$ cat src/rtl/sr_latch_pkg.sv
`default_nettype none
// ============================================================================
// Module      : sr_latch_pkg
// Description : Shared constants, types and the per-bit resolve function for
//               the clocked SR latch replacement.
// Revision    : 1.0 - initial release
// ============================================================================
package sr_latch_pkg;

   // Response to simultaneous set and reset requests
   localparam int POL_HOLD  = 0;
   localparam int POL_SET   = 1;
   localparam int POL_RESET = 2;
   localparam int POL_NAND  = 3;

   // Reset levels: synchronizer flops idle at the inactive (high) request
   // level, stored state idles cleared.
   localparam logic SYNC_RST_LVL = 1'b1;
   localparam logic ST_RST_LVL   = 1'b0;

   // Decoded request pair {s, r} after active-low inversion
   typedef enum logic [1:0] {
      REQ_IDLE  = 2'b00,
      REQ_RESET = 2'b01,
      REQ_SET   = 2'b10,
      REQ_BOTH  = 2'b11
   } req_e;

   // Next values for one latch bit
   typedef struct packed {
      logic st;
      logic q;
      logic qbar;
      logic invalid;
   } bit_res_t;

   // Resolve one bit for the coming edge. The stored state only moves on a
   // set or reset (or a conflicting pair the policy maps to one of those).
   // Outputs follow the stored state, except that the NAND policy forces
   // both outputs high for as long as the conflict lasts while leaving the
   // stored state untouched, so the pre-conflict value reappears afterwards.
   function automatic bit_res_t resolve_bit(
      input int   policy,
      input logic st,
      input logic s,
      input logic r
   );
      bit_res_t res;
      req_e     req;
      req         = req_e'({s, r});
      res.st      = st;
      res.invalid = 1'b0;
      case (req)
         REQ_IDLE:  res.st = st;
         REQ_SET:   res.st = 1'b1;
         REQ_RESET: res.st = 1'b0;
         REQ_BOTH: begin
            res.invalid = 1'b1;
            if (policy == POL_SET) begin
               res.st = 1'b1;
            end else if (policy == POL_RESET) begin
               res.st = 1'b0;
            end
         end
         default:   res.st = st;
      endcase
      res.q    = res.st;
      res.qbar = ~res.st;
      if (res.invalid && (policy == POL_NAND)) begin
         res.q    = 1'b1;
         res.qbar = 1'b1;
      end
      return res;
   endfunction

endpackage
`default_nettype wire

$ cat src/rtl/sr_latch_sync.sv
`default_nettype none
// ============================================================================
// Module      : sr_latch_sync
// Description : SYNC_STAGES-deep flop chain per bit for active-low request
//               inputs. Flops reset to the inactive level; depth 0 is a
//               straight pass-through.
// Revision    : 1.0 - initial release
// ============================================================================
module sr_latch_sync
   import sr_latch_pkg::*;
#(
   parameter int WIDTH       = 1,
   parameter int SYNC_STAGES = 2
) (
   input  logic             clk,
   input  logic             rst_n,
   input  logic [WIDTH-1:0] din,
   output logic [WIDTH-1:0] dout
);

   generate
      if (SYNC_STAGES == 0) begin : g_bypass
         // No synchronizer: the request feeds the latch registers directly
         logic unused_clk_rst;
         assign unused_clk_rst = &{1'b0, clk, rst_n};
         assign dout = din;
      end else begin : g_chain
         logic [WIDTH-1:0] stage [SYNC_STAGES];

         // Shift requests through the chain; reset parks every stage idle
         always_ff @(posedge clk or negedge rst_n) begin
            if (!rst_n) begin
               for (int i = 0; i < SYNC_STAGES; i++) begin
                  stage[i] <= {WIDTH{SYNC_RST_LVL}};
               end
            end else begin
               stage[0] <= din;
               for (int i = 1; i < SYNC_STAGES; i++) begin
                  stage[i] <= stage[i-1];
               end
            end
         end

         assign dout = stage[SYNC_STAGES-1];
      end
   endgenerate

endmodule
`default_nettype wire

$ cat src/rtl/sr_latch.sv
`default_nettype none
// ============================================================================
// Module      : sr_latch
// Description : Clocked replacement for a cross-coupled NAND SR latch.
//               WIDTH independent bits with active-low set/reset requests,
//               optional input synchronizers, per-bit conflict flags and a
//               sticky error summary.
// Revision    : 1.0 - initial release
// ============================================================================
module sr_latch
   import sr_latch_pkg::*;
#(
   parameter int WIDTH          = 1,
   parameter int SYNC_STAGES    = 2,
   parameter int INVALID_POLICY = POL_NAND
) (
   input  logic             clk,
   input  logic             rst_n,
   input  logic [WIDTH-1:0] sbar,
   input  logic [WIDTH-1:0] rbar,
   input  logic             err_clr,
   output logic [WIDTH-1:0] q,
   output logic [WIDTH-1:0] qbar,
   output logic [WIDTH-1:0] invalid,
   output logic             err_sticky
);

   // Reject unsupported configurations while elaborating
   generate
      if ((SYNC_STAGES < 0) || (SYNC_STAGES > 4)) begin : g_bad_sync
         $error("sr_latch: SYNC_STAGES=%0d outside 0..4", SYNC_STAGES);
      end
      if ((INVALID_POLICY < POL_HOLD) || (INVALID_POLICY > POL_NAND)) begin : g_bad_policy
         $error("sr_latch: INVALID_POLICY=%0d outside 0..3", INVALID_POLICY);
      end
   endgenerate

   logic [WIDTH-1:0] sbar_sync;
   logic [WIDTH-1:0] rbar_sync;

   sr_latch_sync #(
      .WIDTH       (WIDTH),
      .SYNC_STAGES (SYNC_STAGES)
   ) u_sync_set (
      .clk   (clk),
      .rst_n (rst_n),
      .din   (sbar),
      .dout  (sbar_sync)
   );

   sr_latch_sync #(
      .WIDTH       (WIDTH),
      .SYNC_STAGES (SYNC_STAGES)
   ) u_sync_reset (
      .clk   (clk),
      .rst_n (rst_n),
      .din   (rbar),
      .dout  (rbar_sync)
   );

   // One fully independent latch per bit
   for (genvar i = 0; i < WIDTH; i++) begin : g_bit
      bit_res_t nxt;
      logic     st;
      logic     q_reg;
      logic     qbar_reg;
      logic     inv_reg;

      // Policy mux: next stored state, outputs and conflict flag
      always_comb begin
         nxt = resolve_bit(INVALID_POLICY, st, ~sbar_sync[i], ~rbar_sync[i]);
      end

      // Stored state and output registers; reset overrides without a clock
      always_ff @(posedge clk or negedge rst_n) begin
         if (!rst_n) begin
            st       <= ST_RST_LVL;
            q_reg    <= ST_RST_LVL;
            qbar_reg <= ~ST_RST_LVL;
            inv_reg  <= 1'b0;
         end else begin
            st       <= nxt.st;
            q_reg    <= nxt.q;
            qbar_reg <= nxt.qbar;
            inv_reg  <= nxt.invalid;
         end
      end

      assign q[i]       = q_reg;
      assign qbar[i]    = qbar_reg;
      assign invalid[i] = inv_reg;
   end

   // Sticky error, registered from the invalid flags; a new conflict beats
   // a coincident clear so no event is ever lost.
   always_ff @(posedge clk or negedge rst_n) begin
      if (!rst_n) begin
         err_sticky <= 1'b0;
      end else if (|invalid) begin
         err_sticky <= 1'b1;
      end else if (err_clr) begin
         err_sticky <= 1'b0;
      end
   end

endmodule
`default_nettype wire

$ cat config.mk
export PLATFORM = sky130hd
export DESIGN_NAME = sr_latch
export DESIGN_NICKNAME = d
export VERILOG_FILES = /design/src/rtl/sr_latch_pkg.sv /design/src/rtl/sr_latch_sync.sv /design/src/rtl/sr_latch.sv
export SDC_FILE = /design/constraint.sdc
export NUM_CORES = 1
export LEC_CHECK = 0
export ABC_AREA = 1
export CELL_PAD_IN_SITES_DETAIL_PLACEMENT = 0
export CELL_PAD_IN_SITES_GLOBAL_PLACEMENT = 1
export CORE_AREA = 2 2 39 41
export DETAILED_ROUTE_END_ITERATION = 10
export DIE_AREA = 0 0 41 43
export HOLD_SLACK_MARGIN = 0.03
export PLACE_DENSITY = 0.62
export SLEW_MARGIN = 5
export SYNTH_ARGS = -nofsm -noshare
export SYNTH_HDL_FRONTEND = slang
export SYNTH_SLANG_ARGS = --single-unit
$ cat constraint.sdc
create_clock -name clk -period 3.1 [get_ports clk]
set_clock_uncertainty 0.1 [all_clocks]
set_input_delay 0.31 -clock clk [delete_from_list [all_inputs] [get_ports clk]]
set_output_delay 0.31 -clock clk [all_outputs]
set_load 0.05 [all_outputs]
==> results.yml, run 1 <==
run_status:
  status: "finished clean"
drt:
  wl_um: 442
  postRouteAntennaNets: 0
  drc: 0
  via_per_inst: 3.852
  dr.first_iter.drc_count: 3
  wl_per_cell_um: 8.185
  num_vias: 208
  first_pass_iters: 4
setup_path:
  worstPathCellList: "clkdlybuf4s50_1"
  cpMaxStageDelayCell: "clkdlybuf4s50_1"
  worstSetupPathType: "reg2out"
  arrival_ps: 1550
  required_ps: 2690
  ff2ff_path_depth: 4
  slowest_delay_ps: 790
  worstSetupPathDepth: 1
  worst-path-max-fanout: 1
  startpoint_type: "flip-flop"
  crit_path_end_kind: "primary output"
  cpLargestDelayFamily: "buffers and inverters"
  worst-path-buf-inv: 1
placement:
  io_buffers: 8
  placedInstanceArea_um2: 434.2
  pre_cts_ws_ps: 1405
  gp_congestion: 0.6055
  dpl.hpwl_um: 347.9
  dpl.cell_count: 50
power_and_ir_drop:
  p_int_uw: 198.5
  p_seq_share_pct: 49.4
  irDropWorstVdd_mv: 0.1841
  power_frac_comb_pct: 18.8
  p_sw_share_pct: 26.61
  p_switching_uw: 71.94
  clockPowerShare_pct: 31.8
  power_density_mw_per_mm2: 587.3
  leakagePower_nw: 0.2225
timing:
  max_freq_mhz: 510.4
  setup_viol: 0
  fin_setup_tns_ps: 0
  hold_violations: 0
  fin_ws_ps: 1141
  slew_headroom_pct: 67.33
  final_max_slew_viol_count: 0
  worst_pin_slew_ps: 488.6
  grt_setup_unrepaired: "false"
  layout_min_cycle_time_ps: 1959
  fin_crit_sh_pct: 63.20
yosys:
  ys_ff_latch: 9
  ys_warn_count: 0
  synth_nets: 33
  syn_area_um2: 334.1
  synth_area_per_cell_um2: 12.85
  yosysSeqAreaShare_pct: 69.29
  synthCells: 26
  synth.distinct_cells: 9
grt:
  grt_start_max_net_pins: 10
  grt_pass1_wl_um: 869
  antenna_found_initial: 0
  gr-usage-all-layers_pct: 8.012
  grt_pass1_vias: 247
  grt_overflow: 0
cts:
  cts_setup_buffers: 0
  cts_buffer_depth: 2
  cts_root_buf: "clkbuf_4"
  cts_sinks: 9
  cts_resized: 0
  cts_tree: "built"
  cts_buffers: 3
  ctsHtreeMaxLevel: 1
  clk_pin_slew_ps: 60
  cts_hold_buf: 0
  worstSkewPairLatency_ps: 250
run:
  drv_cap: 0
floorplan:
  initial_core_util_pct: 24.14
  dieArea_mm2: 0.001763
  core-area_mm2: 0.001384
  die_w_um: 41
  fp-row-count: 14
  fp.dieH_um: 43
  ios: 9
layout:
  fin_nets: 46
  area_growth_pct: 37.83
  final_core_util_pct: 33.27
  drive_above_1_share_pct: 34.21
  finish.instance_area_um2: 460.4
  fin_cells: 54
  diodes: 0
worst_hold_path:
  hp-class: "in2async"
[placed cells by master (no fill, tap or decap)]
master | synthesis | final
dfrtp_1 | 4 | 4
nand3_2 | 2 | 2
inv_2 | 1 | 1
clkdlybuf4s50_1 | 0 | 8
nand2_1 | 3 | 3
clkbuf_1 | 0 | 1
inv_1 | 6 | 6
dfstp_2 | 5 | 5
nand2_2 | 2 | 2
clkbuf_4 | 0 | 3
o21bai_1 | 1 | 1
ha_1 | 2 | 2
[final timing paths]
kind | start | to | slack, ps
worst min register to register | u_sync_reset.g_chain.stage[1] | u_sync_reset.dout | 260
worst max-delay path | qbar | qbar | 1140
worst min-delay path | rst_n | err_sticky | 250
min in group clk | u_sync_reset.g_chain.stage[1] | u_sync_reset.dout | 260
max in group asynchronous | rst_n | u_sync_reset.g_chain.stage[1] | 2340
worst max register to register | u_sync_set.dout | q | 1810
[layout make-up]
class | count | area [um2]
Clock buffer | 4 | 26.28
Fill cell | 135 | 923.4
Sequential cell | 9 | 231.5
Tap cell | 16 | 20.02
Timing Repair Buffer | 8 | 80.08
Multi-Input combinational cell | 10 | 76.32
Inverter | 7 | 26.28
[cell usage after synthesis]
library cell,number,share of area [%]
dfstp_2,5,39
ha_1,2,7.5
inv_2,1,1.1
inv_1,6,6.7
o21bai_1,1,2.2
nand2_2,2,3.7
nand3_2,2,6.0
nand2_1,3,3.4
dfrtp_1,4,30
[power groups by stage]
stage / registers, mW / clock network (mW) / logic [mW]
2_1_floorplan: 0.154 / 0 / 0.0135
3_3_place_gp: 0.135 / 0 / 0.0510
3_5_place_dp: 0.136 / 0 / 0.0517
4_1_cts: 0.134 / 0.0924 / 0.0518
5_1_grt: 0.135 / 0.101 / 0.0562
6_report: 0.134 / 0.0861 / 0.0507
[metal layers]
metal,part of all wire [%],wire (um),track usage [%]
met5,0,0,0
met3,11,49,3.141
met1,32,142,8.306
met4,0,0,8.000
met2,57,250,11.25
[cells by family after synthesis]
kind of cell               count (synthesis)  synth area share [%]
AOI/OAI and AO/OA                          1                 2.248
adders and majority gates                  2                 7.489
buffers and inverters                      7                 7.864
DFF                                        9                 69.29
and+or+nand+nor                            7                 13.11
[through the flow]
step | hold slack, ps | power, mW
6_report | 248.5 | 0.2704
5_1_grt | 267.2 | 0.2921
4_1_cts | 258.5 | 0.2780
3_5_place_dp | 247.5 | 0.1873
3_3_place_gp | 245.6 | 0.1859
2_1_floorplan | -85.59 | 0.1676
No activity file was read; power rests on OpenSTA's default activity.
==> run 2: changes to the inputs <==
Settings changed: PLACE_DENSITY 0.62 to 0.64.
Clock period 3.1 ns to 1.6 ns, I/O delays scaled along.
==> run 2 against run 1 <==
Cell count is the same. Critical path depth grew 3. First-iteration DRC count is the same. Non-clock buffer count is the same. Power grew 98%. Sequential share of layout area shrank 0.27 points. Wire length grew 21%. Largest cell class unchanged.
==> results.yml, run 2 (synthesis gave the netlist of run 1 again) <==
layout:
  drive_above_1_share_pct: 44.74
  n_fill_cell: 150
  final_cell_mix: "6 x inv_1, 5 x dfstp_2, 4 x dfrtp_1, 4 x clkdlybuf4s50_1"
  diodes: 0
  area_growth_pct: 38.58
  fin_nets: 46
  final_common_cell: "inv_1"
setup_path:
  arrival_ps: 1350
  startpoint_type: "flip-flop"
  worstSetupPathType: "reg2reg"
  worstPathCellList: "inv_1 -> ha_1 -> nand2_1 -> nand3_2"
  crit_path_end_kind: "flip-flop"
  required_ps: 1640
  cpMaxStageDelayCell: "dfstp_2"
  slowest_delay_ps: 510
  worst-path-max-fanout: 3
power_and_ir_drop:
  p_sw_share_pct: 27.38
  irDropWorstVdd_mv: 0.4776
  power_density_mw_per_mm2: 1159
  clockPowerShare_pct: 31.6
  power_frac_comb_pct: 19.7
  p_switching_uw: 147.0
  leakagePower_nw: 0.2320
  p_int_uw: 389.7
  p_seq_share_pct: 48.7
floorplan:
  core-area_mm2: 0.001384
  fp.dieH_um: 43
  die_w_um: 41
  fp-row-count: 14
  initial_core_util_pct: 24.14
  dieArea_mm2: 0.001763
  ios: 9
placement:
  dpl.hpwl_um: 405.6
  io_buffers: 8
  pre_cts_ws_ps: 284.9
  gp_congestion: 0.5640
run_status:
  status: "finished clean"
timing:
  fin_crit_sh_pct: 81.60
  fin_ws_ps: 294.4
  whs_ps: 99.19
  layout_min_cycle_time_ps: 1306
  grt_setup_unrepaired: "false"
  fin_setup_tns_ps: 0
  max_freq_mhz: 765.9
  worst_pin_slew_ps: 409.5
  setup_viol: 0
  final_max_slew_viol_count: 0
  slew_headroom_pct: 72.61
  hold_violations: 0
grt:
  grt_pass1_wl_um: 945
  antenna_found_initial: 0
  grt_overflow: 0
  grt_pass1_vias: 241
  gr-usage-all-layers_pct: 9.146
  grt_start_max_net_pins: 10
cts:
  clk_pin_slew_ps: 60
  cts_root_buf: "clkbuf_4"
  cts_setup_buffers: 0
  cts_resized: 0
  cts_buffer_depth: 2
  cts_sinks: 9
  cts_tree: "built"
  ctsHtreeMaxLevel: 1
  cts_hold_buf: 0
  cts_buffers: 3
  worstSkewPairLatency_ps: 260
drt:
  first_pass_iters: 2
  wl_per_cell_um: 9.870
  drc: 0
  postRouteAntennaNets: 0
  num_vias: 212
  via_per_inst: 3.926
  dr.first_iter.drc_count: 3
  wl_um: 533
run:
  drv_cap: 0
worst_hold_path:
  hp-class: "in2async"
==> run 2: cell types whose count changed in the layout (fill, tap and decap cells not counted), sizes merged <==
cell and change:
buf +4, clkdlybuf4s50 -4
==> run 2: power groups by stage <==
| stage | combinational [mW] | sequential [mW] | clock (mW) |
|---|---|---|---|
| 2_1_floorplan | 0.0261 | 0.299 | 0 |
| 3_3_place_gp | 0.104 | 0.264 | 0 |
| 3_5_place_dp | 0.107 | 0.265 | 0 |
| 4_1_cts | 0.107 | 0.262 | 0.183 |
| 5_1_grt | 0.115 | 0.263 | 0.193 |
| 6_report | 0.106 | 0.261 | 0.170 |
==> run 2: per-stage QoR <==
| stage | total power [mW] | util, % | cell area [um2] | instances |
|---|---|---|---|---|
| 2_1_floorplan | 0.3248 | - | 334.1 | 26 |
| 3_3_place_gp | 0.3671 | 31.56 | 436.7 | 50 |
| 3_5_place_dp | 0.3721 | 31.56 | 436.7 | 50 |
| 4_1_cts | 0.5517 | 33.45 | 462.9 | 54 |
| 5_1_grt | 0.5706 | 33.45 | 462.9 | 54 |
| 6_report | 0.5367 | 33.45 | 462.9 | 54 |
==> run 2: final timing paths <==
kind | start | endpoint | slack [ps] | depth (start not counted)
setup / recovery | u_sync_set.dout | q | 290 | 4
hold / removal | rst_n | invalid | 100 | 1
setup reg to reg | u_sync_set.dout | q | 290 | 4
hold reg to reg | u_sync_reset.g_chain.stage[1] | u_sync_reset.dout | 260 | 0
max in group asynchronous | rst_n | u_sync_set.g_chain.stage[1] | 980 | 1
min in group clk | rbar | u_sync_reset.g_chain.stage[1] | 210 | 1
==> run 2: layout make-up <==
class                           count  area, um2  share of cell area, %
Tap cell                           16      20.02                  4.324
Sequential cell                     9      231.5                  50.00
Inverter                            7      26.28                  5.676
Timing Repair Buffer                8      82.58                  17.84
Clock buffer                        4      26.28                  5.676
Multi-Input combinational cell     10      76.32                  16.49
==> run 2: critical path, delay by kind of cell (launching register included) <==
kind | cells | cell delay (ps)
adder cells (fa/ha/maj) | 1 | 330
AND/OR/NAND/NOR | 2 | 190
flip-flops | 1 | 510
buffers and inverters | 1 | 50
==> run 2: layer usage <==
| metal | vias up | wire length [um] | global-route usage (%) |
|---|---|---|---|
| li1 | 100 | - | - |
| met1 | 99 | 173 | 8.027 |
| met2 | 13 | 291 | 13.13 |
| met3 | 0 | 68 | 7.853 |
| met4 | 0 | 0 | 6.000 |
| met5 | - | 0 | 0 |
